--- src/rtl/dm_arb_pkg.sv ---
// Shared types and constants for the data-memory port arbiter.
// Optional statistics counters are enabled with DM_ARB_STATS_EN.
package dm_arb_pkg;

    localparam logic [1:0] SZ_BYTE = 2'b00;
    localparam logic [1:0] SZ_HALF = 2'b01;
    localparam logic [1:0] SZ_WORD = 2'b10;

    typedef enum logic [1:0] {
        IDLE,
        SERVE_C,
        SERVE_D
    } arb_state_t;

    localparam int DEV_LO_DEF = 1984;
    localparam int DEV_HI_DEF = 1990;

endpackage

--- src/rtl/dm_lane_steer.sv ---
// Byte-enable, write-data replication, load extraction and
// misalignment detection for one muxed memory access.
module dm_lane_steer
    import dm_arb_pkg::*;
(
    input  logic [1:0]  size,
    input  logic [1:0]  off,
    input  logic [31:0] wd,
    input  logic [31:0] rd_raw,
    output logic [3:0]  be,
    output logic [31:0] wd_rep,
    output logic [31:0] rd,
    output logic        misal
);

    logic [31:0] rd_sh;

    always_comb begin
        be     = 4'b1111;
        wd_rep = wd;
        rd     = rd_raw;
        misal  = 1'b0;
        rd_sh  = rd_raw >> {off, 3'b000};
        unique case (1'b1)
            (size == SZ_BYTE): begin
                be     = 4'b0001 << off;
                wd_rep = {4{wd[7:0]}};
                rd     = {24'b0, rd_sh[7:0]};
            end
            (size == SZ_HALF): begin
                be     = off[1] ? 4'b1100 : 4'b0011;
                wd_rep = {2{wd[15:0]}};
                rd     = {16'b0, off[1] ? rd_raw[31:16] : rd_raw[15:0]};
                misal  = off[0];
            end
            default: begin
                misal = (off != 2'b00);
            end
        endcase
        if (misal) begin
            rd = 32'b0;
        end
    end

endmodule

--- src/rtl/dm_port_arbiter.sv ---
// Round-robin sharing of the data-memory port between the CPU MEM stage
// (C) and the loader (D); DM_ARB_STATS_EN adds grant/conflict counters.
module dm_port_arbiter
    import dm_arb_pkg::*;
#(
    parameter int MAX_BURST = 4,
    parameter int DEV_LO    = DEV_LO_DEF,
    parameter int DEV_HI    = DEV_HI_DEF
`ifdef DM_ARB_STATS_EN
    ,
    parameter int STAT_W    = 16
`endif
) (
    input  logic        Clk,
    input  logic        Reset,
    input  logic        c_req,
    input  logic        c_we,
    input  logic [31:0] c_addr,
    input  logic [31:0] c_wd,
    input  logic [1:0]  c_size,
    input  logic        d_req,
    input  logic        d_we,
    input  logic [31:0] d_addr,
    input  logic [31:0] d_wd,
    input  logic [1:0]  d_size,
    input  logic        d_lock,
    input  logic        Exception,
    output logic        c_ack,
    output logic        c_err,
    output logic [31:0] c_rd,
    output logic        d_ack,
    output logic        d_err,
    output logic [31:0] d_rd,
    output logic [10:0] dm_A,
    output logic [31:0] dm_WD,
    output logic [3:0]  dm_BE,
    output logic        dm_WE,
    input  logic [31:0] dm_RD,
    output logic        dev_WE,
    input  logic [31:0] dev_RD
`ifdef DM_ARB_STATS_EN
    ,
    output logic [STAT_W-1:0] stat_c_grants,
    output logic [STAT_W-1:0] stat_d_grants,
    output logic [STAT_W-1:0] stat_conflicts
`endif
);

    localparam int         BW  = $clog2(MAX_BURST + 1);
    localparam logic [10:0] DLO = 11'(DEV_LO);
    localparam logic [10:0] DHI = 11'(DEV_HI);

    arb_state_t    state, state_n;
    logic          rr_last, rr_n;
    logic [BW-1:0] beat_cnt, beat_n;

    logic          act, sel_d;
    logic          r_we;
    logic [31:0]   r_addr, r_wd;
    logic [1:0]    r_size;
    logic [10:0]   widx;
    logic          in_dev, kill, wr_ok;
    logic [3:0]    be;
    logic [31:0]   wd_rep, rdo;
    logic          misal;
    logic          unused_hi;

    always_ff @(posedge Clk or posedge Reset) begin
        if (Reset) begin
            state    <= IDLE;
            rr_last  <= 1'b1;
            beat_cnt <= '0;
        end else begin
            state    <= state_n;
            rr_last  <= rr_n;
            beat_cnt <= beat_n;
        end
    end

    always_comb begin
        state_n = state;
        rr_n    = rr_last;
        beat_n  = beat_cnt;
        unique case (state)
            IDLE: begin
                beat_n = '0;
                if (c_req && d_req) begin
                    state_n = rr_last ? SERVE_C : SERVE_D;
                end else if (c_req) begin
                    state_n = SERVE_C;
                end else if (d_req) begin
                    state_n = SERVE_D;
                end
            end
            SERVE_C: begin
                rr_n   = 1'b0;
                beat_n = '0;
                if (d_req) begin
                    state_n = SERVE_D;
                end else if (c_req) begin
                    state_n = SERVE_C;
                end else begin
                    state_n = IDLE;
                end
            end
            SERVE_D: begin
                rr_n = 1'b1;
                // a locked burst holds the port until the beat limit
                if (d_lock && d_req &&
                    (beat_cnt + BW'(1) < BW'(MAX_BURST))) begin
                    state_n = SERVE_D;
                    beat_n  = beat_cnt + BW'(1);
                end else begin
                    beat_n = '0;
                    if (c_req) begin
                        state_n = SERVE_C;
                    end else if (d_req) begin
                        state_n = SERVE_D;
                    end else begin
                        state_n = IDLE;
                    end
                end
            end
            default: begin
                state_n = IDLE;
            end
        endcase
    end

    assign act    = (state != IDLE);
    assign sel_d  = (state == SERVE_D);
    assign r_we   = sel_d ? d_we   : c_we;
    assign r_addr = sel_d ? d_addr : c_addr;
    assign r_wd   = sel_d ? d_wd   : c_wd;
    assign r_size = sel_d ? d_size : c_size;
    assign widx   = r_addr[12:2];
    assign in_dev = (widx >= DLO) && (widx <= DHI);

    dm_lane_steer u_steer (
        .size   (r_size),
        .off    (r_addr[1:0]),
        .wd     (r_wd),
        .rd_raw (in_dev ? dev_RD : dm_RD),
        .be     (be),
        .wd_rep (wd_rep),
        .rd     (rdo),
        .misal  (misal)
    );

    // a CPU exception squashes only the CPU's own store
    assign kill  = !sel_d && Exception;
    assign wr_ok = act && r_we && !misal && !kill;

    assign dm_WE  = wr_ok && !in_dev;
    assign dev_WE = wr_ok && in_dev;
    assign dm_A   = act ? widx   : 11'b0;
    assign dm_WD  = act ? wd_rep : 32'b0;
    assign dm_BE  = act ? be     : 4'b0;

    assign c_ack = (state == SERVE_C);
    assign d_ack = sel_d;
    assign c_err = c_ack && misal;
    assign d_err = d_ack && misal;
    assign c_rd  = c_ack ? rdo : 32'b0;
    assign d_rd  = d_ack ? rdo : 32'b0;

    assign unused_hi = ^{c_addr[31:13], d_addr[31:13]};

`ifdef DM_ARB_STATS_EN
    logic conflict;

    assign conflict = (c_req && state != SERVE_C) ||
                      (d_req && state != SERVE_D);

    always_ff @(posedge Clk or posedge Reset) begin
        if (Reset) begin
            stat_c_grants  <= '0;
            stat_d_grants  <= '0;
            stat_conflicts <= '0;
        end else begin
            if (c_ack && !(&stat_c_grants)) begin
                stat_c_grants <= stat_c_grants + STAT_W'(1);
            end
            if (d_ack && !(&stat_d_grants)) begin
                stat_d_grants <= stat_d_grants + STAT_W'(1);
            end
            if (conflict && !(&stat_conflicts)) begin
                stat_conflicts <= stat_conflicts + STAT_W'(1);
            end
        end
    end
`endif

endmodule

--- config.mk ---
export PLATFORM = sky130hd
export DESIGN_NAME = dm_port_arbiter
export DESIGN_NICKNAME = d
export VERILOG_FILES = /design/src/rtl/dm_arb_pkg.sv /design/src/rtl/dm_lane_steer.sv /design/src/rtl/dm_port_arbiter.sv
export SDC_FILE = /design/constraint.sdc
export NUM_CORES = 1
export LEC_CHECK = 0
export ABC_AREA = 1
export CORE_AREA = 2 2 124 126
export DETAILED_ROUTE_END_ITERATION = 6
export DIE_AREA = 0 0 126 128
export PLACE_DENSITY = 0.7
export SLEW_MARGIN = 20
export SYNTH_ARGS = -nofsm -noshare
export SYNTH_HDL_FRONTEND = slang
export SYNTH_SLANG_ARGS = --single-unit
--- constraint.sdc ---
create_clock -name Clk -period 7 [get_ports Clk]
set_input_delay 1.4 -clock Clk [delete_from_list [all_inputs] [get_ports Clk]]
set_output_delay 1.4 -clock Clk [all_outputs]
set_load 0.005 [all_outputs]
==> flow_metrics.env, run 1 <==
export IMPL_cts_htree_levels=1
export IMPL_min_path_type="flip-flop to flip-flop"
export IMPL_drive_gt1_share_pct=4.39
export IMPL_nets=1076
export IMPL_grtUsageTotal_pct=19.7
export IMPL_cts_tree="yes"
export IMPL_tightest_slew_ns=1.01
export IMPL_cp_end_kind="output pin"
export IMPL_rows=45
export IMPL_post_cts_buffers=0
export IMPL_ir_drop_mv=0.214
export IMPL_status="finished clean"
export IMPL_clk_pin_slew_ns=0.04
export IMPL_synthArstFlopShare_pct=100
export IMPL_grt_overflow_total=0
export IMPL_netlist_instances=614
export IMPL_required_ns=5.60
export IMPL_drc=0
export IMPL_cpMostUsedCell="nand2_1"
export IMPL_dr_pass1_iters=6
export IMPL_pin_count=321
export IMPL_die_area_um2=16100
export IMPL_worst_path_largest_cell_delay_ns=0.53
export IMPL_ys_seq_elements=6
export IMPL_p_per_area_nw_per_um2=324
export IMPL_num_fill_cells=1613
export IMPL_cp_slowest_cell="clkdlybuf4s50_1"
export IMPL_initial_core_util_pct=21.5
export IMPL_synth_edf_count=0
export IMPL_synth_area_leaders="nand2_1, nor2_1, inv_1"
export IMPL_netlist_top_cells_count="nand2_1, nor2_1, inv_1, o21ai_0, nand4_1"
export IMPL_cts_buffers_inserted=3
export IMPL_clockBufferDepth=2
export IMPL_setup_viol=0
export IMPL_ys_warn_count=0
export IMPL_ys_seq_area_share_pct=4.75
export IMPL_r2r_start="state[1]$_DFFE_PP0P_"
export IMPL_dp_hpwl_um=13300
export IMPL_synth_fp_nets=824
export IMPL_timing_fmax_mhz=174
export IMPL_path_max_fanout=35
export IMPL_hold_violations=0
export IMPL_finalSetupTns_ns=0
export IMPL_antennaDiodeCount=0
export IMPL_rsz0062_at_grt="false"
export IMPL_synth_top_area_cell="nand2_1"
export IMPL_grt_first_pass_wirelength_um=25700
export IMPL_io_buffers=282
export IMPL_wire_per_inst_um=15.9
export IMPL_vias=5065
export IMPL_slew_limit_headroom_pct=32.0
export IMPL_cp_cell_sequence="clkdlybuf4s50_1, nand2_1, nand2_1, nand2_1, nor2_4, nand3_4, nand2_4, nand2_1, nand2_1, nand3_1, o21bai_1, nand2_1, nor2_1, clkdlybuf4s50_1"
export IMPL_die_h_um=128
export IMPL_post_cts_resized=0
export IMPL_fin_crit_sh_pct=82.3
export IMPL_antenna_found_initial=1
export IMPL_ys_flop_type="dfrtp_1"
export IMPL_syn2layout_area_growth_pct=92.3
export IMPL_cts_num_sinks=6
export IMPL_hp_start="beat_cnt[0]$_DFFE_PP0P_"
export IMPL_synth_area_per_cell_um2=5.19
export IMPL_critical_path_class="input port to output pin"
export IMPL_cap_violations=0
export IMPL_synth_most_common_cell="nand2_1"
export IMPL_synth_cell_types=44
export IMPL_fp_dieW_um=126
export IMPL_grt_max_degree=65
export IMPL_cp_startpoint="d_addr[8]"
export IMPL_crit_arrival_ns=4.36
export IMPL_core_region_area_um2=14900
export IMPL_cts_hold_buf=0
export IMPL_cts_root_buf="clkbuf_16"
export IMPL_ant_nets=0
export IMPL_placed_cells=1049
export IMPL_netlist_area_um2=3190
export IMPL_slew_violations=0
export IMPL_cp_start_kind="input port"
export IMPL_drt_iter0_markers=241
export IMPL_fin_cells=1053
export IMPL_place_gp_congestion=0.846
export IMPL_routed_wl_um=16800
export IMPL_grt_pass1_vias=4936
export IMPL_finClkSkew_ns=0.00438
export IMPL_finalCriticalPeriod_ns=5.76
export IMPL_synth_top_area_share_pct=20.9
export IMPL_avgViaCountPerCell=4.81
export IMPL_clk_latency_ns=0.23
export IMPL_power_leakage_nw=2.60
## layout by cell type, fill, tap and decap left out, drive strengths merged
cell type,synthesis,final
clkdlybuf4s50,0,282
nand2,190,190
nor2,91,91
inv,67,67
o21ai,53,53
nand3,35,35
nand4,34,34
a21oi,23,23
or2,10,10
mux2i,9,9
a31oi,9,9
nor3,9,9
and2,8,8
a221oi,7,7
ha,6,6
dfrtp,5,5
o21bai,4,4
a211oi,4,4
buf,24,4
clkbuf,15,4
a22oi,2,2
xnor2,1,1
and3,1,1
clkinv,1,1
o22ai,1,1
o211ai,1,1
o31ai,1,1
o21a,1,1
o2111ai,1,1
dfstp,1,1
## sequential cells by signal, summed over array words and instances (netlist names)
register and count:
beat_cnt 3, state 2, rr_last 1
## power breakdown
part	internal (mW)	switching [mW]	total, mW
Clock	0.0757	0.0210	0.0967
Combinational	0.811	1.02	1.83
Sequential	0.0465	0.00982	0.0563
Total	0.933	1.05	1.98
## metal layers
metal  up-vias  track usage, %  wire length [um]
li1       2520               -                 -
met1      2257            23.6              6740
met2       254            35.5              8250
met3        32            3.71              1340
met4         2            6.27               445
met5         -               0                13
## worst max-delay path: cells and delay by family
| family | cells | cell delay, ns |
|---|---|---|
| AND/OR/NAND/NOR | 11 | 1.79 |
| buffers and inverters | 2 | 0.99 |
| AO/OA/AOI/OAI | 1 | 0.16 |
## final timing paths
check | end | slack [ns] | cells past startpoint
max | c_rd[4] | 1.24 | 14
min | beat_cnt[0]$_DFFE_PP0P_ | 0.49 | 1
max reg2reg | state[0]$_DFFE_PP0P_ | 4.71 | 6
min reg2reg | beat_cnt[0]$_DFFE_PP0P_ | 0.49 | 1
max in group asynchronous | rr_last$_DFFE_PP1P_ | 5.35 | 2
min in group asynchronous | state[1]$_DFFE_PP0P_ | 1.39 | 2
## through the flow
| stage | hold WS (ns) | total power [mW] | utilization [%] | setup WS [ns] | area, um^2 |
|---|---|---|---|---|---|
| 2_1_floorplan | 0.457 | 1.03 | - | 2.92 | 3190 |
| 3_3_place_gp | 0.470 | 1.89 | 40.7 | 1.23 | 6050 |
| 3_5_place_dp | 0.487 | 1.90 | 40.7 | 1.20 | 6050 |
| 4_1_cts | 0.492 | 2.00 | 41.2 | 1.19 | 6130 |
| 5_1_grt | 0.506 | 2.17 | 41.3 | 0.939 | 6130 |
| 6_report | 0.488 | 1.98 | 41.3 | 1.24 | 6130 |
## cell families (layout without fill, tap and decap cells)
| group | after synthesis | in the layout | share of synthesized area (%) |
|---|---|---|---|
| fa+ha+maj | 6 | 6 | 2.35 |
| mux | 9 | 9 | 2.82 |
| buf+inv | 107 | 358 | 15.3 |
| simple gates | 378 | 378 | 54.5 |
| compound gates | 107 | 107 | 19.9 |
| xor+xnor | 1 | 1 | 0.275 |
| flops | 6 | 6 | 4.75 |
## cell type report
cell class / instances / area [um^2] / share of cell area [%]
inverters: 68 / 260 / 4.24
flip-flops and latches: 6 / 151 / 2.47
well taps: 188 / 235 / 3.84
clock buffers: 4 / 78.8 / 1.29
multi-input cells: 501 / 2550 / 41.6
repair buffers: 286 / 2850 / 46.5
Note: power is estimated with default switching activity, not from simulation.
==> run 2: changes to the inputs <==
--- a/config.mk
+++ b/config.mk
@@ -9,7 +9,7 @@
 export CORE_AREA = 2 2 124 126
 export DETAILED_ROUTE_END_ITERATION = 6
 export DIE_AREA = 0 0 126 128
-export PLACE_DENSITY = 0.7
+export PLACE_DENSITY = 0.72
 export SLEW_MARGIN = 20
 export SYNTH_ARGS = -nofsm -noshare
 export SYNTH_HDL_FRONTEND = slang
==> constraint.sdc (replaced) <==
create_clock -name Clk -period 4.7 [get_ports Clk]
set_input_delay 0.94 -clock Clk [delete_from_list [all_inputs] [get_ports Clk]]
set_output_delay 0.94 -clock Clk [all_outputs]
set_load 0.005 [all_outputs]
==> flow_metrics.env, run 2 (same netlist as run 1, synthesis figures left out) <==
export IMPL_use_met1_pct=22.7
export IMPL_routed_wl_um=16800
export IMPL_hold_violations=0
export IMPL_setup_viol=0
export IMPL_cp_slowest_cell="clkdlybuf4s50_1"
export IMPL_cts_num_sinks=6
export IMPL_grtUsageTotal_pct=19.9
export IMPL_rsz0062_at_grt="false"
export IMPL_slew_limit_headroom_pct=32.8
export IMPL_cts_hold_buf=0
export IMPL_layout_common_cells="clkdlybuf4s50_1, nand2_1, nor2_1"
export IMPL_ir_drop_mv=0.316
export IMPL_grt_pass1_vias=4797
export IMPL_total_power_mw=3.06
export IMPL_dp_hpwl_um=13600
export IMPL_r2r_cells=6
export IMPL_cpMostUsedCell="clkdlybuf4s50_1"
export IMPL_nets=1095
export IMPL_vias=5053
export IMPL_status="finished clean"
export IMPL_crit_arrival_ns=3.42
export IMPL_drive_gt1_share_pct=6.33
export IMPL_pin_count=321
export IMPL_post_cts_buffers=0
export IMPL_rows=45
export IMPL_min_path_cells=2
export IMPL_cp_start_kind="input port"
export IMPL_min_path_type="flip-flop to flip-flop"
export IMPL_layout_commonest_cell="clkdlybuf4s50_1"
export IMPL_wire_per_inst_um=15.7
export IMPL_regMostFlops="beat_cnt"
export IMPL_required_ns=3.76
export IMPL_path_max_fanout=12
export IMPL_avgViaCountPerCell=4.71
export IMPL_antenna_found_initial=0
export IMPL_cts_tree="yes"
export IMPL_finalSetupTns_ns=0
export IMPL_die_h_um=128
export IMPL_reg_largest_list="beat_cnt: 3 flops, state: 2 flops, rr_last: 1 flops"
export IMPL_io_buffers=282
export IMPL_placed_cells=1068
export IMPL_place_gp_congestion=0.874
export IMPL_cp_cell_sequence="clkdlybuf4s50_1, nand2_4, nand2_2, nor2_1, inv_1, buf_4, o21ai_0, a221oi_1, clkdlybuf4s50_1"
export IMPL_power_leakage_nw=2.70
export IMPL_cts_htree_levels=1
export IMPL_finClkSkew_ns=0.00280
export IMPL_grt_first_pass_wirelength_um=25700
export IMPL_fin_crit_sh_pct=92.7
export IMPL_drc=0
export IMPL_timing_fmax_mhz=230
export IMPL_worst_path_largest_cell_delay_ns=0.59
export IMPL_clk_pin_slew_ns=0.03
export IMPL_ant_nets=0
export IMPL_grt_overflow_total=0
export IMPL_grt_use_met3_pct=4.30
export IMPL_grt_busiest_layer="met2"
export IMPL_fin_util_pct=42.4
export IMPL_cp_end_kind="output pin"
export IMPL_die_area_um2=16100
export IMPL_fp_dieW_um=126
export IMPL_finalCriticalPeriod_ns=4.36
export IMPL_fin_cells=1072
export IMPL_met2_usage_pct=37.5
export IMPL_clk_latency_ns=0.23
export IMPL_syn2layout_area_growth_pct=97.8
export IMPL_core_region_area_um2=14900
export IMPL_placed_area_um2=6220
export IMPL_grt_max_degree=38
export IMPL_p_per_area_nw_per_um2=485
export IMPL_dr_pass1_iters=5
export IMPL_tightest_slew_ns=1.00
export IMPL_fin_area_um2=6310
export IMPL_largest_reg_flops=3
export IMPL_clockBufferDepth=2
export IMPL_cts_root_buf="clkbuf_16"
export IMPL_critical_path_class="input port to output pin"
export IMPL_antennaDiodeCount=0
export IMPL_cap_violations=0
export IMPL_initial_core_util_pct=21.5
export IMPL_drt_iter0_markers=244
export IMPL_slew_violations=0
export IMPL_cts_buffers_inserted=3
-- run 2: changes by cell type in the layout (fill, tap and decap cells not counted), sizes merged --
cell,previous run,this run
buf,4,23
-- run 2: report_power, final --
group	leakage (nW)	total, mW	switching (mW)	internal [mW]
registers	0.0772	0.0843	0.0150	0.0693
clock network	0.0382	0.143	0.0305	0.113
logic	2.59	2.83	1.54	1.29
-- run 2: what timing repair did --
item,CTS,global route
endpoints found under the setup margin,0,17
hold endpoints to repair,0,0
gates resized for setup,0,1
-- run 2: final cells by class --
cell class	instances	area, um^2
repair buffers	305	3020
fillers	1586	8560
clock buffers	4	78.8
inverters	68	260
multi-input cells	501	2560
well taps	188	235
flip-flops and latches	6	151
-- run 2: worst max-delay path: cells and delay by family --
family,cells,cell delay [ns]
AND/OR/NAND/NOR,3,0.47
buffers and inverters,4,1.62
AO/OA/AOI/OAI,2,0.37
-- run 2: path summary, 6_finish.rpt --
check,startpoint,endpoint,slack (ns)
max in group asynchronous,Reset,rr_last$_DFFE_PP1P_,3.52
hold reg to reg,beat_cnt[2]$_DFFE_PP0P_,beat_cnt[2]$_DFFE_PP0P_,0.48
hold / removal,beat_cnt[2]$_DFFE_PP0P_,beat_cnt[2]$_DFFE_PP0P_,0.48
setup / recovery,c_size[1],dm_WD[24],0.34
setup reg to reg,state[1]$_DFFE_PP0P_,state[0]$_DFFE_PP0P_,2.43
min in group asynchronous,Reset,state[0]$_DFFE_PP0P_,0.92
-- run 2: per-layer routing --
metal	wire, um	vias up
met5	0	-
met3	1540	20
met2	8490	251
li1	-	2561
met1	6420	2221
met4	365	0
-- run 2: per-stage QoR --
step / hold slack, ns / worst slack (ns)
final: 0.480 / 0.345
after global routing: 0.499 / 0.120
after CTS: 0.482 / 0.146
after detailed placement: 0.473 / 0.259
after global placement: 0.471 / 0.286
after floorplan: 0.457 / 1.54
